[config.mk]
export PLATFORM = sky130hd
export DESIGN_NAME = seq_detector_flat
export DESIGN_NICKNAME = d
export VERILOG_FILES = /design/src/rtl/seq_det_pkg.sv /design/src/rtl/seq_detector_if.sv /design/src/rtl/sat_counter.sv /design/src/rtl/seq_detector.sv /design/src/flat_wrapper.sv
export SDC_FILE = /design/constraint.sdc
export NUM_CORES = 1
export LEC_CHECK = 0
export CORE_AREA = 5 5 42 44
export CTS_BUF_LIST = sky130_fd_sc_hd__clkbuf_8
export CTS_CLUSTER_DIAMETER = 50
export DETAILED_ROUTE_END_ITERATION = 7
export DIE_AREA = 0 0 47 49
export DONT_BUFFER_PORTS = 1
export PLACE_DENSITY = 0.64
export SYNTH_ARGS = -nofsm -noshare
export SYNTH_HDL_FRONTEND = slang
export SYNTH_SLANG_ARGS = --single-unit
[constraint.sdc]
create_clock -name clk -period 1.6 [get_ports clk]
set_input_delay 0.24 -clock clk [delete_from_list [all_inputs] [get_ports clk]]
set_output_delay 0.24 -clock clk [all_outputs]
set_load 0.02 [all_outputs]
[src/rtl/seq_det_pkg.sv]
// seq_det_pkg: pattern-length limits and elaboration-time KMP helpers for seq_detector
package seq_det_pkg;
  localparam int PAT_W_MIN = 2;
  localparam int PAT_W_MAX = 16;
  function automatic int kmp_next(logic [15:0] pattern, int pat_w, int p, logic b);
    int r;
    logic ok;
    logic sb;
    r = 0;
    for (int k = 1; k < pat_w && k <= p + 1; k++) begin
      ok = 1'b1;
      for (int i = 0; i < k; i++) begin
        sb = (p + 1 - k + i == p) ? b : pattern[4'(pat_w - 1 - (p + 1 - k + i))];
        if (sb != pattern[4'(pat_w - 1 - i)]) ok = 1'b0;
      end
      if (ok) r = k;
    end
    return r;
  endfunction
  function automatic int kmp_fail(logic [15:0] pattern, int pat_w);
    return kmp_next(pattern, pat_w, pat_w - 1, pattern[0]);
  endfunction
endpackage

[src/rtl/seq_detector_if.sv]
// seq_detector_if: serial bit stream in (in_valid, in_bit, clr), status out (y, z, match_q, match_cnt)
interface seq_detector_if #(
  parameter int PAT_W = 4,
  parameter int CNT_W = 8
);
  logic in_valid;
  logic in_bit;
  logic clr;
  logic [$clog2(PAT_W)-1:0] y;
  logic z;
  logic match_q;
  logic [CNT_W-1:0] match_cnt;
  modport master(output in_valid, in_bit, clr, input y, z, match_q, match_cnt);
  modport slave(input in_valid, in_bit, clr, output y, z, match_q, match_cnt);
endinterface

[src/rtl/sat_counter.sv]
// sat_counter: W-bit up counter with sync active-low reset, sync clear and saturation at all-ones
module sat_counter #(
  parameter int W = 8
) (
  input  logic         clk,
  input  logic         rst_n,
  input  logic         clr,
  input  logic         inc,
  output logic [W-1:0] q
);
  always_ff @(posedge clk) q <= (!rst_n || clr) ? '0 : (inc && !(&q)) ? q + 1'b1 : q;
endmodule

[src/rtl/seq_detector.sv]
// seq_detector: KMP serial pattern detector; clk, rst_n, bus = in_valid/in_bit/clr in, y/z/match_q/match_cnt out
module seq_detector
  import seq_det_pkg::*;
#(
  parameter int             PAT_W   = 4,
  parameter logic [PAT_W-1:0] PATTERN = 4'b1011,
  parameter int             OVERLAP = 1,
  parameter int             CNT_W   = 8
) (
  input logic           clk,
  input logic           rst_n,
  seq_detector_if.slave bus
);
  localparam int PW = $clog2(PAT_W);
  logic [PW-1:0] p, p_nxt;
  logic [PW-1:0] tbl [PAT_W][2];
  logic z, m_q;
  if (PAT_W < PAT_W_MIN || PAT_W > PAT_W_MAX) begin : g_chk
    $fatal(1, "seq_detector: PAT_W %0d outside 2..16", PAT_W);
  end
  for (genvar s = 0; s < PAT_W; s++) begin : g_s
    for (genvar b = 0; b < 2; b++) begin : g_b
      localparam bit FIN = (s == PAT_W - 1) && (b == int'(PATTERN[0]));
      localparam int NXT = FIN ? (OVERLAP != 0 ? kmp_fail(16'(PATTERN), PAT_W) : 0)
                               : kmp_next(16'(PATTERN), PAT_W, s, 1'(b));
      assign tbl[s][b] = PW'(NXT);
    end
  end
  assign z = rst_n & bus.in_valid & ~bus.clr & (p == PW'(PAT_W - 1)) & (bus.in_bit == PATTERN[0]);
  always_comb p_nxt = bus.clr ? '0 : bus.in_valid ? tbl[p][bus.in_bit] : p;
  always_ff @(posedge clk) begin
    if (!rst_n) begin
      p   <= '0;
      m_q <= 1'b0;
    end else begin
      p   <= p_nxt;
      m_q <= z;
    end
  end
  sat_counter #(.W(CNT_W)) u_cnt (
    .clk  (clk),
    .rst_n(rst_n),
    .clr  (bus.clr),
    .inc  (z),
    .q    (bus.match_cnt)
  );
  assign bus.y       = p;
  assign bus.z       = z;
  assign bus.match_q = m_q;
endmodule

[src/flat_wrapper.sv]
// flat-port wrapper written by rule: the top's interface ports become plain ports
module seq_detector_flat import seq_det_pkg::*;
#(
  parameter int             PAT_W   = 4,
  parameter logic [PAT_W-1:0] PATTERN = 4'b1011,
  parameter int             OVERLAP = 1,
  parameter int             CNT_W   = 8
)
  (clk, rst_n, bus_in_valid, bus_in_bit, bus_clr, bus_y, bus_z, bus_match_q, bus_match_cnt);
  seq_detector_if #(.PAT_W(PAT_W), .CNT_W(CNT_W)) bus_i ();
  input logic clk;
  input logic rst_n;
  input wire logic [$bits(bus_i.in_valid)-1:0] bus_in_valid;
  input wire logic [$bits(bus_i.in_bit)-1:0] bus_in_bit;
  input wire logic [$bits(bus_i.clr)-1:0] bus_clr;
  output wire logic [$bits(bus_i.y)-1:0] bus_y;
  output wire logic [$bits(bus_i.z)-1:0] bus_z;
  output wire logic [$bits(bus_i.match_q)-1:0] bus_match_q;
  output wire logic [$bits(bus_i.match_cnt)-1:0] bus_match_cnt;
  assign bus_i.in_valid = bus_in_valid;
  assign bus_i.in_bit = bus_in_bit;
  assign bus_i.clr = bus_clr;
  assign bus_y = bus_i.y;
  assign bus_z = bus_i.z;
  assign bus_match_q = bus_i.match_q;
  assign bus_match_cnt = bus_i.match_cnt;
  seq_detector #(.PAT_W(PAT_W), .PATTERN(PATTERN), .OVERLAP(OVERLAP), .CNT_W(CNT_W)) u_core (.clk(clk), .rst_n(rst_n), .bus(bus_i));
endmodule
## Word-level counts from Yosys, hierarchy flattened

Index checks and enable logic that the tools add are counted.

- Bits in registers: 11
- Input port bits: 5
- Output and inout bits: 12
- Logic and storage cells: 27

- Add/sub/neg operators: 1
- $lt $le $gt $ge: 2
- Eq/ne operators: 1
- Muxes and demuxes: 6
- Bitwise operators: 8
- Reduce and logical (&&, ||, !) cells: 6

Operator list:

| operator | number |
|---|---|
| $add 8x1->8 const B | 1 |
| $bmux 4 s2 | 1 |
| $mux 4 | 2 |
| $reduce_and 8->1 | 1 |
| $mux 2 | 3 |
| $and 1x1->1 | 4 |
| $ge 3x3->1 const B | 1 |
| $not 2->3 | 1 |
| $eq 2x2->1 const B | 1 |
| $ge 2x2->1 const B | 1 |
| $logic_not 1->1 | 2 |
| $not 1->1 | 2 |
| $not 1->2 | 1 |
| $reduce_or 2->1 | 1 |
| $logic_and 1x1->1 | 1 |
| $logic_or 1x1->1 | 1 |

## Depth between registers and ports, before layout

Gate-level depths: netlist of the first run.

- Depth in word-level cells: 7
- Gate-level depth with buffers: 5

## Hierarchy

Synthesis of the first run repeated with hierarchy kept, for this count alone.

- Cells, all modules: 62
- Area total of the unflattened synthesis: 560.5 um^2

Modules (own cells, without submodules):

| module | times used | cells each | area each (um^2) | seq. area each (um^2) |
|---|---|---|---|---|
| sat_counter | 1 | 48 | 439.2 | 160.2 |
| seq_detector | 1 | 14 | 121.4 | 60.1 |

## Worst setup path after synthesis of the first run

No wires, ideal clock.

- Path type: reg-to-reg
- From: reg u_core.p[0], in the netlist u_core.bus.y[0]
- To: reg u_core.u_cnt.q[1]
- Arrival: 1.444 ns
- Required time: 1.485 ns
- Slack: 0.041 ns
- Stages on the path, launching flop included: 5
- Buffers on the path: 0
- Cell sequence: dfxtp_1 > nand4_1 > nor2_1 > nand2_1 > a31o_1

- Longest elaborated chain between the ends: 4

Ends and longest elaborated chain:

| element | line | source |
|---|---|---|
| from (decl) | seq_detector.sv:15 | `logic [PW-1:0] p, p_nxt;` |
| from (signal assigned) | seq_detector.sv:36 | `p <= p_nxt;` |
| $eq 2x2->1 | seq_detector.sv:29 | `assign z = rst_n & bus.in_valid & ~bus.clr & (p == PW'(PAT_W - 1)) & (bus.in_bit == PATTERN[0]);` |
| $and 1x1->1 (2 in a row) | seq_detector.sv:29 |  |
| via bus_z | flat_wrapper.sv:17 | `output wire logic [$bits(bus_i.z)-1:0] bus_z;` |
| $logic_and 1x1->1 | sat_counter.sv:11 | `always_ff @(posedge clk) q <= (!rst_n \|\| clr) ? '0 : (inc && !(&q)) ? q + 1'b1 : q;` |
| to (signal assigned) | sat_counter.sv:11 |  |
| to (decl) | sat_counter.sv:9 | `output logic [W-1:0] q` |

The timed path passes the listed nets, and every way through them passes these cells.
A chain may end at the register's enable or synchronous reset.

## Final worst setup path of the first run

- From: reg u_core.p[0], in the netlist u_core.bus.y[0]
- To: out bus_z

- Longest elaborated chain between the ends: 3

Ends and longest elaborated chain:

| element | line |
|---|---|
| $eq 2x2->1 | seq_detector.sv:29 |
| $and 1x1->1 (2 in a row) | seq_detector.sv:29 |
| to (decl) | flat_wrapper.sv:17 |

Every way passes these cells.

==> results.toml, run 1 <==
[status]
outcome = "finished, final reports clean"

[route]
routed-via-count = 506
routed_wl_um = 1219
ant_nets = 0
vias_per_cell = 5.884
firstDrtPassIters = 4
drc = 0
drt_iter0_markers = 13
wl_per_cell_um = 14.17

[layout]
fillers = 132
drive_gt1_share_pct = 27.14
diodes = 0
seqCellArea_um2 = 220.2
multiInputGateArea_um2 = 299.0
final_util_pct = 48.39
fin_nets = 77
area_growth_pct = 21.52
stdcell_count = 86

[placement]
place.gp.congestion = 0.7042
placedCellCount = 82
dpl.hpwl_um = 942.3
portBuffers = 0

[timing]
slew_headroom_pct = 69.54
setup_viol = 0
hold_viol_final = 0
worstMarginPinSlew_ns = 0.4563
finClkSkew_ns = 0.003408
period_minus_slack_ns = 1.465
rsz0062_at_grt = "no"
fin_tns_setup_ns = 0
fmax_ghz = 0.6825
period_share_pct = 91.57
maxSlewViolCount = 0

[yosys]
yosysTopAreaCellShare_pct = 39.46
yosysMostFrequentCell = "dfxtp_1"
avgSynthCellArea_um2 = 9.621
synth_mux_area_share_pct = 3.587
ys_seq_elements = 11
synthCells = 58
synth.distinct_cells = 28
synth_top_family_by_area = "simple AND/OR/NAND/NOR gates"
synthArstFlopShare_pct = 0
synth_common_cells = "11 x dfxtp_1, 5 x nor2_1"
synthFlopType = "dfxtp_1"
synth-xor-area-share_pct = 1.570
yosys.area.top_type = "dfxtp_1"
yosysWarnings = 0
synth-adder-area-share_pct = 2.242
synth_seq_area_share_pct = 39.46
synthTopCellsByArea = "dfxtp_1 39%, and4_1 4.7%, buf_6 4.0%, nand4_4 3.8%, mux2i_1 3.6%"
synthSimpleGateAreaFrac_pct = 30.27
synth_edf_count = 0
netlist_area_um2 = 558.0
synth_compound_area_share_pct = 15.92
synth_nets = 64

[clock_tree]
cts_tree = "done"
clk_latency_ns = 0.24
cts_sinks = 11
clkTransAtPathRegs_ns = 0.05
cts_resized = 0
post-cts-setup-buffers = 0
cts_max_path_buffers = 2
htree_num_levels = 1
clock-root-buffer = "clkbuf_8"
cts_hold_buf = 0
cts_made_buffers = 3

[floorplanning]
die_w_um = 47
initial_utilization_pct = 39.82
core_area_mm2 = 0.001401
die_h_um = 49
die_area_mm2 = 0.002303
ios = 17
fp-row-count = 14

[global_routing]
grt_usage_pct = 12.01
grt_pass1_wl_um = 2014
overflow = 0
antenna_found_initial = 0
grt_pass1_vias = 471
grt_max_degree = 10

[setup_path]
end_kind = "output pin"
slowest_stage = "dfxtp_1"
cp_top_family = "simple AND/OR/NAND/NOR gates"
path_max_fanout = 5
cp_cell_sequence = "nand4_1 > nor2_1 > buf_4"
crit_required_ns = 1.36
critPathLaunchType = "flop"
worstPathArrival_ns = 1.23
crit_buf_inv = 1
critPathMaxStageDelay_ns = 0.35
path_class = "reg2out"

[power_and_ir_drop]
power_density_mw_per_mm2 = 842.0
power.leakage_uw = 0.0002888
vdd.ir_drop.worst_v = 0.0004471

[run]
maxCapViolCount = 0

[hold_path]
hold_class = "in2reg"
==> where the power goes <==
group          switching (uW)  internal, uW  leakage, uW
sequential              0.741           275    0.0000886
combinational            9.04          6.35     0.000173
clock                     111           169    0.0000269
==> cell families after synthesis <==
logic type	count (synthesis)
and+or+nand+nor	25
adders and majority gates	1
xor gates and xnor gates	1
DFF	11
buffers and inverters	6
AOI/OAI and AO/OA	12
muxes	2
==> worst reg2reg max path: cells and delay by family (launching register included) <==
family / cells / cell delay (ns)
AO/OA/AOI/OAI: 1 / 0.17
flip-flops: 1 / 0.33
AND/OR/NAND/NOR: 3 / 0.76
==> path summary, 6_finish.rpt <==
check / start / slack [ns] / to / cells past startpoint
min: bus_in_bit / 0.17 / u_core.bus.y[0]$_SDFFE_PP0P_ / 2
min reg2reg: u_core.bus.y[1]$_SDFFE_PP0P_ / 0.56 / u_core.bus.match_q$_SDFF_PN0_ / 2
max reg2reg: u_core.u_cnt.q[4]$_SDFFE_PP0P_ / 0.24 / u_core.u_cnt.q[1]$_SDFFE_PP0P_ / 4
max: u_core.bus.y[0]$_SDFFE_PP0P_ / 0.13 / bus_z / 3
==> state kept, by name (all words and copies together) (netlist names) <==
name	count
u_core.u_cnt.q	8
u_core.bus.match_q	1
u_core.bus.y	2
==> metrics by stage <==
stage	hold slack [ns]	worst slack [ns]	area, um^2	power [uW]
global placement	0.4026	0.2636	633.1	296.7
floorplan	0.3872	0.04070	558.0	292.4
global route	0.1872	0.05128	678.2	589.4
detailed placement	0.4184	0.2282	633.1	297.0
finish	0.1693	0.1348	678.2	571.0
CTS	0.1716	0.1266	678.2	570.7
==> metal layers <==
| layer | track usage [%] | routed length [um] | share of wire (%) |
|---|---|---|---|
| met4 | 8.295 | 39 | 3.2 |
| met5 | 0 | 0 | 0 |
| met2 | 16.52 | 571 | 47 |
| met3 | 4.797 | 98 | 8.0 |
| met1 | 14.63 | 510 | 42 |
==> layout make-up <==
type,instances,area share [%]
Tap cell,16,2.952
Sequential cell,11,32.47
Clock buffer,3,6.089
Clock inverter,1,0.5535
Timing Repair Buffer,11,12.18
Inverter,3,1.661
Multi-Input combinational cell,41,44.10
==> cell usage in the layout, fill, tap and decap left out, types with 2 or more instances in the layout <==
cell type  netlist  layout
a21oi_1          3       3
a311oi_1         2       2
a31o_1           2       2
a31oi_1          2       2
and3_1           3       3
and4_1           3       3
buf_4            0      11
clkbuf_8         0       3
dfxtp_1         11      11
inv_1            3       4
mux2i_1          2       2
nand2_1          2       2
nand3_1          2       2
nand4_1          2       2
nor2_1           5       5
(Power assumes the default switching activity.)
==> run 2, diff against run 1 <==
--- a/config.mk
+++ b/config.mk
@@ -5,13 +5,14 @@
 export SDC_FILE = /design/constraint.sdc
 export NUM_CORES = 1
 export LEC_CHECK = 0
-export CORE_AREA = 5 5 42 44
+export ABC_AREA = 1
+export CORE_MARGIN = 5
+export CORE_UTILIZATION = 45
 export CTS_BUF_LIST = sky130_fd_sc_hd__clkbuf_8
 export CTS_CLUSTER_DIAMETER = 50
 export DETAILED_ROUTE_END_ITERATION = 7
-export DIE_AREA = 0 0 47 49
 export DONT_BUFFER_PORTS = 1
-export PLACE_DENSITY = 0.64
+export PLACE_DENSITY = 0.68
 export SYNTH_ARGS = -nofsm -noshare
 export SYNTH_HDL_FRONTEND = slang
 export SYNTH_SLANG_ARGS = --single-unit
==> run 2 against run 1 <==
  * Power down 1.9%
  * Wire length up 0.57%
  * Clock skew down 0.0022 ns
  * Sequential share of layout area down 2.1 points
  * Critical path type unchanged
  * Critical endpoint unchanged
  * Largest cell class unchanged
==> results.toml, run 2 <==
[clock_tree]
htree_num_levels = 1
post-cts-setup-buffers = 0
cts_sinks = 11
cts_resized = 0
clock-root-buffer = "clkbuf_8"
cts_tree = "done"
cts_made_buffers = 3
clkTransAtPathRegs_ns = 0.05
clk_latency_ns = 0.23
cts_hold_buf = 0
cts_max_path_buffers = 2

[setup_path]
critPathLaunchType = "flop"
reg2reg_depth = 8
crit_start = "u_core.bus.y[0]$_SDFFE_PP0P_"
cp_cell_sequence = "nand3_2 > nor2_4 > buf_4"
rr_endpoint = "u_core.u_cnt.q[0]$_SDFFE_PP0P_"
regToRegSetupSlack_ns = 0.28
cp-endpoint = "bus_z"
path_max_fanout = 11
crit_buf_inv = 1
worstPathArrival_ns = 1.17
critPathMaxStageDelay_ns = 0.34
path_class = "reg2out"
r2r_start = "u_core.u_cnt.q[0]$_SDFFE_PP0P_"
cp_num_cells = 3
cp_top_family = "simple AND/OR/NAND/NOR gates"
end_kind = "output pin"
slowest_stage = "dfxtp_1"
crit_required_ns = 1.36

[yosys]
yosys.area.top_type = "dfxtp_1"
synthFlopType = "dfxtp_1"
yosysTopAreaCellShare_pct = 36.36
avgSynthCellArea_um2 = 6.655
ys_seq_elements = 11
netlist_area_um2 = 605.6
synth_common_cells = "22 x nand2_1, 14 x nor2_1, 12 x inv_1, 11 x dfxtp_1, 8 x nand3_1"
synthCells = 91
synth.distinct_cells = 17
synth_edf_count = 0
synth_nets = 97
synthTopCellsByArea = "dfxtp_1 36%, nand2_1 14%, nor2_1 8.7%, inv_1 7.4%, nand3_1 6.6%"
synthArstFlopShare_pct = 0
yosysWarnings = 0
yosysMostFrequentCell = "nand2_1"
synth_seq_area_share_pct = 36.36

[route]
firstDrtPassIters = 4
wl_per_cell_um = 10.39
vias_per_cell = 4.932
ant_nets = 0
drc = 0
routed-via-count = 582
drt_iter0_markers = 2
routed_wl_um = 1226

[global_routing]
grt_max_degree = 12
grt_pass1_vias = 539
grt_usage_pct = 13.67
grt_pass1_wl_um = 2076
antenna_found_initial = 0
overflow = 0

[status]
outcome = "finished, final reports clean"

[placement]
pre_cts_slack_ns = 0.2845
place.gp.congestion = 0.8049
dpl.hpwl_um = 1002
portBuffers = 0

[timing]
rsz0062_at_grt = "no"
finClkSkew_ns = 0.001205
hold_viol_final = 0
period_minus_slack_ns = 1.411
period_share_pct = 88.19
worstMarginPinSlew_ns = 0.2736
maxSlewViolCount = 0
setup_slack_ns = 0.1889
slew_headroom_pct = 81.74
fmax_ghz = 0.7087
setup_viol = 0
fin_tns_setup_ns = 0

[floorplanning]
die_area_mm2 = 0.002179
initial_utilization_pct = 47.13
die_w_um = 46.69
ios = 17
core_area_mm2 = 0.001285
fp-row-count = 13
die_h_um = 46.69

[power_and_ir_drop]
vdd.ir_drop.worst_v = 0.0005080
total_power_uw = 560.0
power_density_mw_per_mm2 = 771.6
power.leakage_uw = 0.0003144

[layout]
final_common_cell = "nand2_1"
layout_common_cells = "22 x nand2_1, 14 x nor2_1, 13 x inv_1"
largest_reg_flops = 8
diodes = 0
top_register = "u_core.u_cnt.q"
drive_gt1_share_pct = 18.45
area_growth_pct = 19.83
fin_nets = 110
final_util_pct = 56.48

[hold_path]
hold_class = "in2reg"

[run]
maxCapViolCount = 0
## run 2: kinds of logic after synthesis
| kind of cell | count (synthesis) | share of synthesized area [%] |
|---|---|---|
| buf+inv | 14 | 10.54 |
| simple gates | 55 | 42.15 |
| xor+xnor | 1 | 1.447 |
| fa+ha+maj | 1 | 2.066 |
| flops | 11 | 36.36 |
| compound gates | 9 | 7.437 |
## run 2: metrics by stage
stage / cell area [um^2] / std cells / hold WS [ns]
6_report: 725.7 / 118 / 0.09270
5_1_grt: 725.7 / 118 / 0.09528
4_1_cts: 725.7 / 118 / 0.09035
3_5_place_dp: 680.7 / 114 / 0.3395
3_3_place_gp: 680.7 / 114 / 0.3356
2_1_floorplan: 605.6 / 91 / 0.3296
## run 2: layout make-up
| type | instances | area (um^2) |
|---|---|---|
| clock buffers | 3 | 41.29 |
| clock inverters | 1 | 3.754 |
| fillers | 136 | 559.3 |
| inverters | 12 | 45.04 |
| multi-input cells | 66 | 321.6 |
| flip-flops and latches | 11 | 220.2 |
| well taps | 15 | 18.77 |
| repair buffers | 10 | 75.07 |
## run 2: worst min-delay path by stage
stage,startpoint,endpoint,slack [ns],cells after the start
finish,bus_in_valid,u_core.bus.y[0]$_SDFFE_PP0P_,0.09,1
global route,bus_in_valid,u_core.bus.y[0]$_SDFFE_PP0P_,0.1,1
floorplan,bus_in_valid,u_core.bus.y[0]$_SDFFE_PP0P_,0.33,1
global placement,bus_in_valid,u_core.bus.y[0]$_SDFFE_PP0P_,0.34,1
detailed placement,bus_in_valid,u_core.bus.y[0]$_SDFFE_PP0P_,0.34,1
CTS,bus_in_valid,u_core.bus.y[0]$_SDFFE_PP0P_,0.09,1
## run 2: metal layers
layer	vias to the layer above	track usage [%]	part of all wire (%)
met1	253	15.81	45
met4	0	6.630	1.5
li1	312	-	-
met3	3	6.250	8.1
met2	14	21.15	45
met5	-	0	0
## run 2: worst reg2reg max path, cell delays in order (launching register included)
cell and delay, ns:
dfxtp_1 0.33, ha_1 0.25, nand2_1 0.08, nor2_1 0.11
nand3_2 0.13, nand2_2 0.13, inv_1 0.06, nor2_1 0.08
nor2_1 0.05
## run 2: report_power, final
group | switching [uW] | total [uW] | internal, uW
clock network | 98.8 | 267 | 168
registers | 0.874 | 277 | 276
logic | 10.9 | 16.3 | 5.35
